==> config.mk <==
export PLATFORM = sky130hd
export DESIGN_NAME = mem_arbiter
export DESIGN_NICKNAME = d
export VERILOG_FILES = /design/src/rtl/mem_arb_pkg.sv /design/src/rtl/arb_starve_ctr.sv /design/src/rtl/mem_arbiter.sv
export SDC_FILE = /design/constraint.sdc
export NUM_CORES = 1
export LEC_CHECK = 0
export ABC_AREA = 1
export BUFFER_PORTS_ARGS = -buffer_cell sky130_fd_sc_hd__buf_4
export CORE_AREA = 2 2 108 110
export DETAILED_ROUTE_END_ITERATION = 12
export DIE_AREA = 0 0 110 112
export GPL_ROUTABILITY_DRIVEN = 0
export PLACE_DENSITY_LB_ADDON = 0.15
export SETUP_SLACK_MARGIN = 0.05
export SKIP_CTS_REPAIR_TIMING = 1
export SLEW_MARGIN = 15
export SYNTH_ARGS = -nofsm -noshare
export SYNTH_HDL_FRONTEND = slang
export SYNTH_SLANG_ARGS = --single-unit
==> constraint.sdc <==
create_clock -name clk -period 1.5 [get_ports clk]
set_input_delay 0 -clock clk [delete_from_list [all_inputs] [get_ports clk]]
set_output_delay 0 -clock clk [all_outputs]
set_load 0.1 [all_outputs]
==> src/rtl/mem_arb_pkg.sv <==
// Shared types and defaults for the fetch/memory-stage arbiter.
package mem_arb_pkg;

  localparam int unsigned STARVE_LIMIT_DEF = 8;

  typedef enum logic {
    IDLE = 1'b0,
    BUSY = 1'b1
  } state_e;

  typedef enum logic {
    OWN_IF = 1'b0,
    OWN_ME = 1'b1
  } owner_e;

endpackage

==> src/rtl/arb_starve_ctr.sv <==
// Saturating count of IDLE cycles in which a pending fetch lost arbitration.
module arb_starve_ctr #(
  parameter int unsigned LIMIT = 8
) (
  input  logic clk,
  input  logic rst_n,
  input  logic inc,
  input  logic clr,
  output logic at_limit
);

  localparam int unsigned CW = $clog2(LIMIT + 2);
  localparam logic [CW-1:0] LIMIT_C = CW'(LIMIT);

  logic [CW-1:0] cnt;

  always_ff @(posedge clk or negedge rst_n) begin
    if (!rst_n) begin
      cnt <= '0;
    end else if (clr) begin
      cnt <= '0;
    end else if (inc && (cnt != LIMIT_C)) begin
      cnt <= cnt + 1'b1;
    end
  end

  assign at_limit = (cnt == LIMIT_C);

endmodule

==> src/rtl/mem_arbiter.sv <==
// Single-port memory arbiter between instruction fetch and the memory stage,
// one outstanding transaction, with fetch anti-starvation and flush drop.
module mem_arbiter
  import mem_arb_pkg::*;
#(
  parameter int unsigned ADDR_WIDTH   = 32,
  parameter int unsigned DATA_WIDTH   = 32,
  parameter int unsigned STARVE_LIMIT = STARVE_LIMIT_DEF
) (
  input  logic                  clk,
  input  logic                  rst_n,
  input  logic                  if_req,
  input  logic [ADDR_WIDTH-1:0] if_addr,
  input  logic                  if_flush,
  output logic                  if_gnt,
  output logic                  if_rvalid,
  output logic [DATA_WIDTH-1:0] if_rdata,
  input  logic                  me_req,
  input  logic                  me_we,
  input  logic [ADDR_WIDTH-1:0] me_addr,
  input  logic [3:0]            me_wstrb,
  input  logic [DATA_WIDTH-1:0] me_wdata,
  output logic                  me_gnt,
  output logic                  me_rvalid,
  output logic [DATA_WIDTH-1:0] me_rdata,
  output logic                  mem_req,
  output logic                  mem_we,
  output logic [ADDR_WIDTH-1:0] mem_addr,
  output logic [3:0]            mem_wstrb,
  output logic [DATA_WIDTH-1:0] mem_wdata,
  input  logic                  mem_ready,
  input  logic                  mem_rvalid,
  input  logic [DATA_WIDTH-1:0] mem_rdata,
  output logic                  if_stall,
  output logic                  me_stall
);

  state_e state, state_nxt;
  owner_e owner, owner_nxt;
  logic   drop,  drop_nxt;
  logic   starve_hit;
  logic   sel_if;

  // Memory stage normally wins; a starved fetch gets one guaranteed grant.
  assign sel_if = if_req && (!me_req || starve_hit);

  always_comb begin
    state_nxt = state;
    owner_nxt = owner;
    drop_nxt  = drop;
    mem_req   = 1'b0;
    mem_we    = 1'b0;
    mem_addr  = if_addr;
    mem_wstrb = 4'h0;
    mem_wdata = '0;
    if_gnt    = 1'b0;
    me_gnt    = 1'b0;
    if_rvalid = 1'b0;
    me_rvalid = 1'b0;
    case (state)
      IDLE: begin
        // Gating with rst_n keeps the request quiet while reset is held.
        mem_req = rst_n && (if_req || me_req);
        if (!sel_if) begin
          mem_we    = me_we;
          mem_addr  = me_addr;
          mem_wstrb = me_wstrb;
          mem_wdata = me_wdata;
        end
        if (mem_req && mem_ready) begin
          if_gnt    = sel_if;
          me_gnt    = !sel_if;
          owner_nxt = sel_if ? OWN_IF : OWN_ME;
          drop_nxt  = sel_if && if_flush;
          state_nxt = BUSY;
        end
      end
      BUSY: begin
        if (if_flush && (owner == OWN_IF)) begin
          drop_nxt = 1'b1;
        end
        // A flush arriving with the response itself also discards it.
        if (mem_rvalid) begin
          state_nxt = IDLE;
          drop_nxt  = 1'b0;
          if (owner == OWN_ME) begin
            me_rvalid = 1'b1;
          end else begin
            if_rvalid = !(drop || if_flush);
          end
        end
      end
      default: state_nxt = IDLE;
    endcase
  end

  always_ff @(posedge clk or negedge rst_n) begin
    if (!rst_n) begin
      state <= IDLE;
      owner <= OWN_IF;
      drop  <= 1'b0;
    end else begin
      state <= state_nxt;
      owner <= owner_nxt;
      drop  <= drop_nxt;
    end
  end

  arb_starve_ctr #(
    .LIMIT (STARVE_LIMIT)
  ) u_starve (
    .clk      (clk),
    .rst_n    (rst_n),
    .inc      ((state == IDLE) && if_req && !if_gnt),
    .clr      (!if_req || if_gnt),
    .at_limit (starve_hit)
  );

  assign if_rdata = mem_rdata;
  assign me_rdata = mem_rdata;
  assign if_stall = if_req && !if_rvalid;
  assign me_stall = me_req && !me_rvalid;

endmodule

==> results of run 1 <==
[routing by layer]
metal  part of all wire (%)  GRT usage (%)  vias up
li1                       -              -     1159
met1                     35           11.5     1106
met2                     54           19.2      137
met3                    9.2           2.17       18
met4                    1.7           3.46        0
met5                      0              0        -
[report_power, final]
group / switching (mW) / internal (mW)
clock network: 0.123 / 0.352
registers: 0.0241 / 0.215
logic: 2.53 / 1.52
total: 2.67 / 2.08
[area by class of cell]
class,instances,area (µm²)
inverters,52,203
clock inverters,1,5.00
well taps,143,179
fillers,1024,5900
flip-flops and latches,7,175
repair buffers,213,2690
clock buffers,3,75.1
multi-input cells,180,1950
[final timing paths]
path | startpoint | to | slack, ps | cells after the start
worst max-delay path | u_starve.cnt[0]$_DFFE_PN0P_ | mem_wdata[10] | -280 | 10
worst min-delay path | mem_rdata[9] | if_rdata[9] | 0.04 | 0
worst max register to register | state$_DFF_PN0_ | u_starve.cnt[3]$_DFFE_PN0P_ | 150 | 5
worst min register to register | owner$_DFFE_PN0P_ | owner$_DFFE_PN0P_ | 600 | 2
max in group asynchronous | rst_n | u_starve.cnt[3]$_DFFE_PN0P_ | 1010 | 2
min in group asynchronous | rst_n | drop$_DFFE_PN0P_ | 220 | 2
[flip-flops by register name (all words and copies together) (netlist names)]
register and cells:
owner 1, u_starve.cnt 4, drop 1, state 1
[stage by stage]
| stage | total power [mW] | utilization, % | instances | cell area (µm²) |
|---|---|---|---|---|
| 2_1_floorplan | 3.50 | - | 317 | 2610 |
| 3_3_place_gp | 3.38 | 33.8 | 585 | 3780 |
| 3_5_place_dp | 3.40 | 33.8 | 585 | 3780 |
| 6_report | 4.76 | 47.2 | 599 | 5270 |
| 5_1_grt | 4.92 | 47.2 | 599 | 5270 |
| 4_1_cts | 3.88 | 34.5 | 589 | 3860 |
[layout by cell type, fill, tap and decap left out, types with 2 or more instances in the layout]
master         count
inv_1             48
o21ai_0            3
dfrtp_1            7
nor2_1             8
nor2_4            40
buf_12            78
clkbuf_16          6
dlygate4sd3_1      2
buf_4            121
inv_2              3
nand3_4            5
nand2_2           19
nand2_4            5
nand3_1           20
nand2_8           39
nand3_2           15
buf_6              7
nand2_1           19
[critical path, cell delays in order (launching register included)]
cell     delay (ps)
dfrtp_1         350
inv_2            60
ha_4            160
nand3_4          70
nand2_4          70
nand2_8          90
nand2_8          90
buf_12          170
buf_16          160
nor2_4          130
buf_12          180
[logic make-up (layout without fill, tap and decap cells)]
family                     Yosys count  in the layout
DFF                                  7              7
adders and majority gates            2              2
and+or+nand+nor                    172            172
xor gates and xnor gates             1              1
AOI/OAI and AO/OA                    5              5
buffers and inverters              130            269
==> results.yml, run 1 <==
floorplanning:
  start_util_pct: 15.7
  die_h_um: 112
  io_pins: 280
  die_area_mm2: 0.0123
  die_x_um: 110
  rows: 39
  core_area_mm2: 0.0112
placement:
  port_buffers: 183
  hpwl_mm: 5.88
  place_ws_ps: -195
logic_synthesis:
  synth_area_mm2: 0.00175
  synth_compound_area_share_pct: 1.79
  avgSynthCellArea_um2: 5.53
  synth_top_family_by_area: "buffers and inverters"
  yosys.area.top_type: "buf_4"
  yosys.cell_types.count: 20
  yosys.area_share.simple_pct: 43.0
  synth_nets: 459
  synthArstFlopShare_pct: 100
  synth.most_common_cell: "nand2_1"
  synthXorXnorAreaFrac_pct: 0.500
  yosysWarnings: 0
  syn_inst: 317
  ys_top_cells_by_count: "nand2_1 (79), buf_4 (64), inv_1 (51)"
  synth_area_leaders: "buf_4 (27%), nand2_1 (17%), inv_1 (11%)"
  synth_enable_flop_cells: 0
  synthAdderAreaFrac_pct: 1.43
  ys_ff_latch: 7
  yosysSeqAreaShare_pct: 10.0
  synth_flop_cell: "dfrtp_1"
  synth_top_area_share_pct: 27.4
  synthMuxAreaShare_pct: 0
drt:
  dr.first_iter.drc_count: 46
  viasPerCell: 4.04
  drcViolationCount: 0
  wirelength_mm: 8.10
  wl_per_cell_um: 13.5
  dr.pass1.iters: 4
  vias: 2420
  ant_nets: 0
timing:
  post-route-period-util_pct: 118
  timing.final.crit_period_ps: 1780
  clock.fmax_mhz: 563
  tightest_slew_ps: 374
  rsz0062_at_grt: "true"
  fin_skew_ps: 4.57
  tns_ps: -16360
  hold_viol_final: 0
  slew_headroom_pct: 75.0
  drv_slew: 0
  finalHoldWorstSlack_ps: 0.0445
  finalSetupViolCount: 70
  setup_ws_ps: -276
setup_path:
  cp_max_fo: 10
  cp_data_arrival_time_ps: 1780
  end_kind: "primary output"
  startpoint_type: "flop"
  crit_required_ps: 1500
  worstSetupPathType: "reg2out"
clock_network:
  clk-insertion-delay-late_ps: 240
  clockBufferDepth: 2
  cts_sinks: 7
  numCtsBuffers: 3
  root_buffer: "clkbuf_16"
  tritoncts: "built"
  cts_htree_levels: 1
  clkTransAtPathRegs_ps: 40
global_routing:
  grt_pass1_wl_mm: 10.2
  grt_pass1_vias: 2181
  grt-ovfl-total: 0
  grt_usage_pct: 10.4
  grt_antenna_before_repair: 0
  grt_start_max_net_pins: 27
cells_and_area:
  drive_gt1_share_pct: 75.7
  area_delta_synth_final_pct: 201
  diodes: 0
  fin_nets: 599
job:
  maxCapViolations: 0
power:
  power_density_mw_per_mm2: 902
  ir_worst_vdd_v: 0.000532
  p_leak_nw: 2.46
status:
  violations: "setup timing"
  status: "finished, violations left"
min_path:
  holdCritPathClass: "in2out"
Note: power is estimated with default switching activity, not from simulation.
==> run 2: changes to the inputs <==
--- a/config.mk
+++ b/config.mk
@@ -13,2 +13,4 @@
 export GPL_ROUTABILITY_DRIVEN = 0
+export GPL_TIMING_DRIVEN = 0
+export HOLD_SLACK_MARGIN = 0.1
 export PLACE_DENSITY_LB_ADDON = 0.15
==> constraint.sdc (replaced) <==
create_clock -name clk -period 1.5 [get_ports clk]
set_input_delay 0.15 -clock clk [delete_from_list [all_inputs] [get_ports clk]]
set_output_delay 0.15 -clock clk [all_outputs]
set_load 0.1 [all_outputs]
==> run 2 against run 1 <==
  * The run still ends with setup timing left
  * Count of clock-buffer cells in the layout grew 1
  * Non-clock buffer count grew 126
  * First-iteration DRC count grew 26%
  * Register-to-register slack lost 70 ps
  * Via count grew 17%
  * Fmax shrank 12%
  * Sequential power grew 3%
  * Worst hold slack gained 130 ps
  * Die area is the same
  * Sequential share of layout area shrank 0.52 points
  * Wire length grew 18%
  * Critical path type unchanged
  * Largest cell class unchanged
  * Highest routed layer unchanged
==> results.yml, run 2 (same netlist as run 1, synthesis figures left out) <==
status:
  status: "finished, violations left"
  violations: "setup timing"
setup_path:
  crit_required_ps: 1350
  r2r_start: "state$_DFF_PN0_"
  cp_data_arrival_time_ps: 1860
  r2r_setup_slack_ps: 80
  end_kind: "primary output"
  worstSetupPathType: "reg2out"
  rr_worst_depth: 5
  r2r_end: "u_starve.cnt[0]$_DFFE_PN0P_"
  cp_max_fo: 7
  startpoint_type: "flop"
cells_and_area:
  fin_nets: 726
  seqCellArea_um2: 176
  top_register: "u_starve.cnt"
  fillers: 980
  final_cell_mix: "buf_4 (247), buf_12 (71), inv_1 (47)"
  post-route-util_pct: 56.3
  multiInputGateArea_mm2: 0.00205
  drive_gt1_share_pct: 82.8
  final_cells: 726
  largest_reg_flops: 4
  final_common_cell: "buf_4"
  area_delta_synth_final_pct: 259
  diodes: 0
clock_network:
  clkTransAtPathRegs_ps: 40
  tritoncts: "built"
  clk-insertion-delay-late_ps: 230
  root_buffer: "clkbuf_16"
  cts_htree_levels: 1
  numCtsBuffers: 3
  cts_sinks: 7
  clockBufferDepth: 2
global_routing:
  grt_antenna_before_repair: 0
  grt_pass1_vias: 2562
  grt_usage_pct: 12.7
  grt_pass1_wl_mm: 12.3
  grt_start_max_net_pins: 11
  grt-ovfl-total: 0
timing:
  slew_headroom_pct: 77.6
  timing.final.crit_period_ps: 2010
  tightest_slew_ps: 335
  clock.fmax_mhz: 497
  drv_slew: 0
  rsz0062_at_grt: "true"
  fin_skew_ps: 0.356
  setup_ws_ps: -513
  post-route-period-util_pct: 134
  tns_ps: -30120
  hold_viol_final: 0
  finalSetupViolCount: 72
drt:
  viasPerCell: 3.91
  dr.first_iter.drc_count: 58
  ant_nets: 0
  dr.pass1.iters: 4
  wirelength_mm: 9.57
  wl_per_cell_um: 13.2
  vias: 2842
  drcViolationCount: 0
floorplanning:
  io_pins: 280
  rows: 39
  die_h_um: 112
  die_area_mm2: 0.0123
  core_area_mm2: 0.0112
  die_x_um: 110
  start_util_pct: 15.7
min_path:
  worstHoldStart: "mem_rvalid"
  hold_depth: 2
  holdCritPathClass: "in2reg"
  hold_end: "state$_DFF_PN0_"
placement:
  dpl.cell_count: 707
  hpwl_mm: 7.40
  port_buffers: 247
  place_ws_ps: -693
job:
  maxCapViolations: 0
power:
  ir_worst_vdd_v: 0.000638
  p_leak_nw: 3.11
  p_total_mw: 5.72
  power_density_mw_per_mm2: 909
run 2: cell count changes in the layout (fill, tap and decap cells not counted), sizes merged:
cell         before  now
inv              52   51
buf             208  331
dlygate4sd3       2    1
clkbuf            6   11
nand2            82   83
run 2: where the power goes:
group	internal [mW]	leakage, nW	switching [mW]
Clock	0.355	0.0382	0.111
Combinational	1.74	2.99	3.27
Sequential	0.216	0.0891	0.0306
run 2: area by class of cell:
cell class	count	share of cell area (%)
Sequential cell	7	2.80
Inverter	52	3.18
Multi-Input combinational cell	181	32.6
Timing Repair Buffer	261	46.5
Buffer	78	10.8
Clock buffer	4	1.25
Tap cell	143	2.84
run 2: worst max path at each step:
stage                                 from            end  slack (ps)
3_3_place_gp   u_starve.cnt[0]$_DFFE_PN0P_   mem_addr[20]        -650
5_1_grt        u_starve.cnt[0]$_DFFE_PN0P_  mem_wdata[21]        -580
4_1_cts        u_starve.cnt[0]$_DFFE_PN0P_   mem_addr[19]        -960
6_report       u_starve.cnt[0]$_DFFE_PN0P_  mem_wdata[26]        -510
3_5_place_dp   u_starve.cnt[0]$_DFFE_PN0P_   mem_addr[19]        -690
2_1_floorplan              state$_DFF_PN0_       if_stall        -690
run 2: critical path, stage by stage (launching register included):
cell and delay [ps]:
dfrtp_1 390, inv_2 70, ha_4 170, nand3_4 80, nand2_4 80, nand2_8 120
nand2_8 100, buf_12 160, clkbuf_16 160, nor2_4 100, buf_12 180
run 2: per-stage QoR:
stage          area (µm²)  hold slack, ps
4_1_cts              4710            -260
3_5_place_dp         4630           -14.0
3_3_place_gp         4630           -17.7
5_1_grt              6290             150
6_report             6290             131
2_1_floorplan        2590            -146
run 2: routing by layer:
layer  track usage [%]  part of all wire, %  routed length (µm)  up-vias
li1                  -                    -                   -     1416
met1              12.0                   30                2830     1280
met2              26.7                   60                5740      139
met3              2.46                  9.6                 919        7
met4              2.53                 0.81                  78        0
met5                 0                    0                   0        -
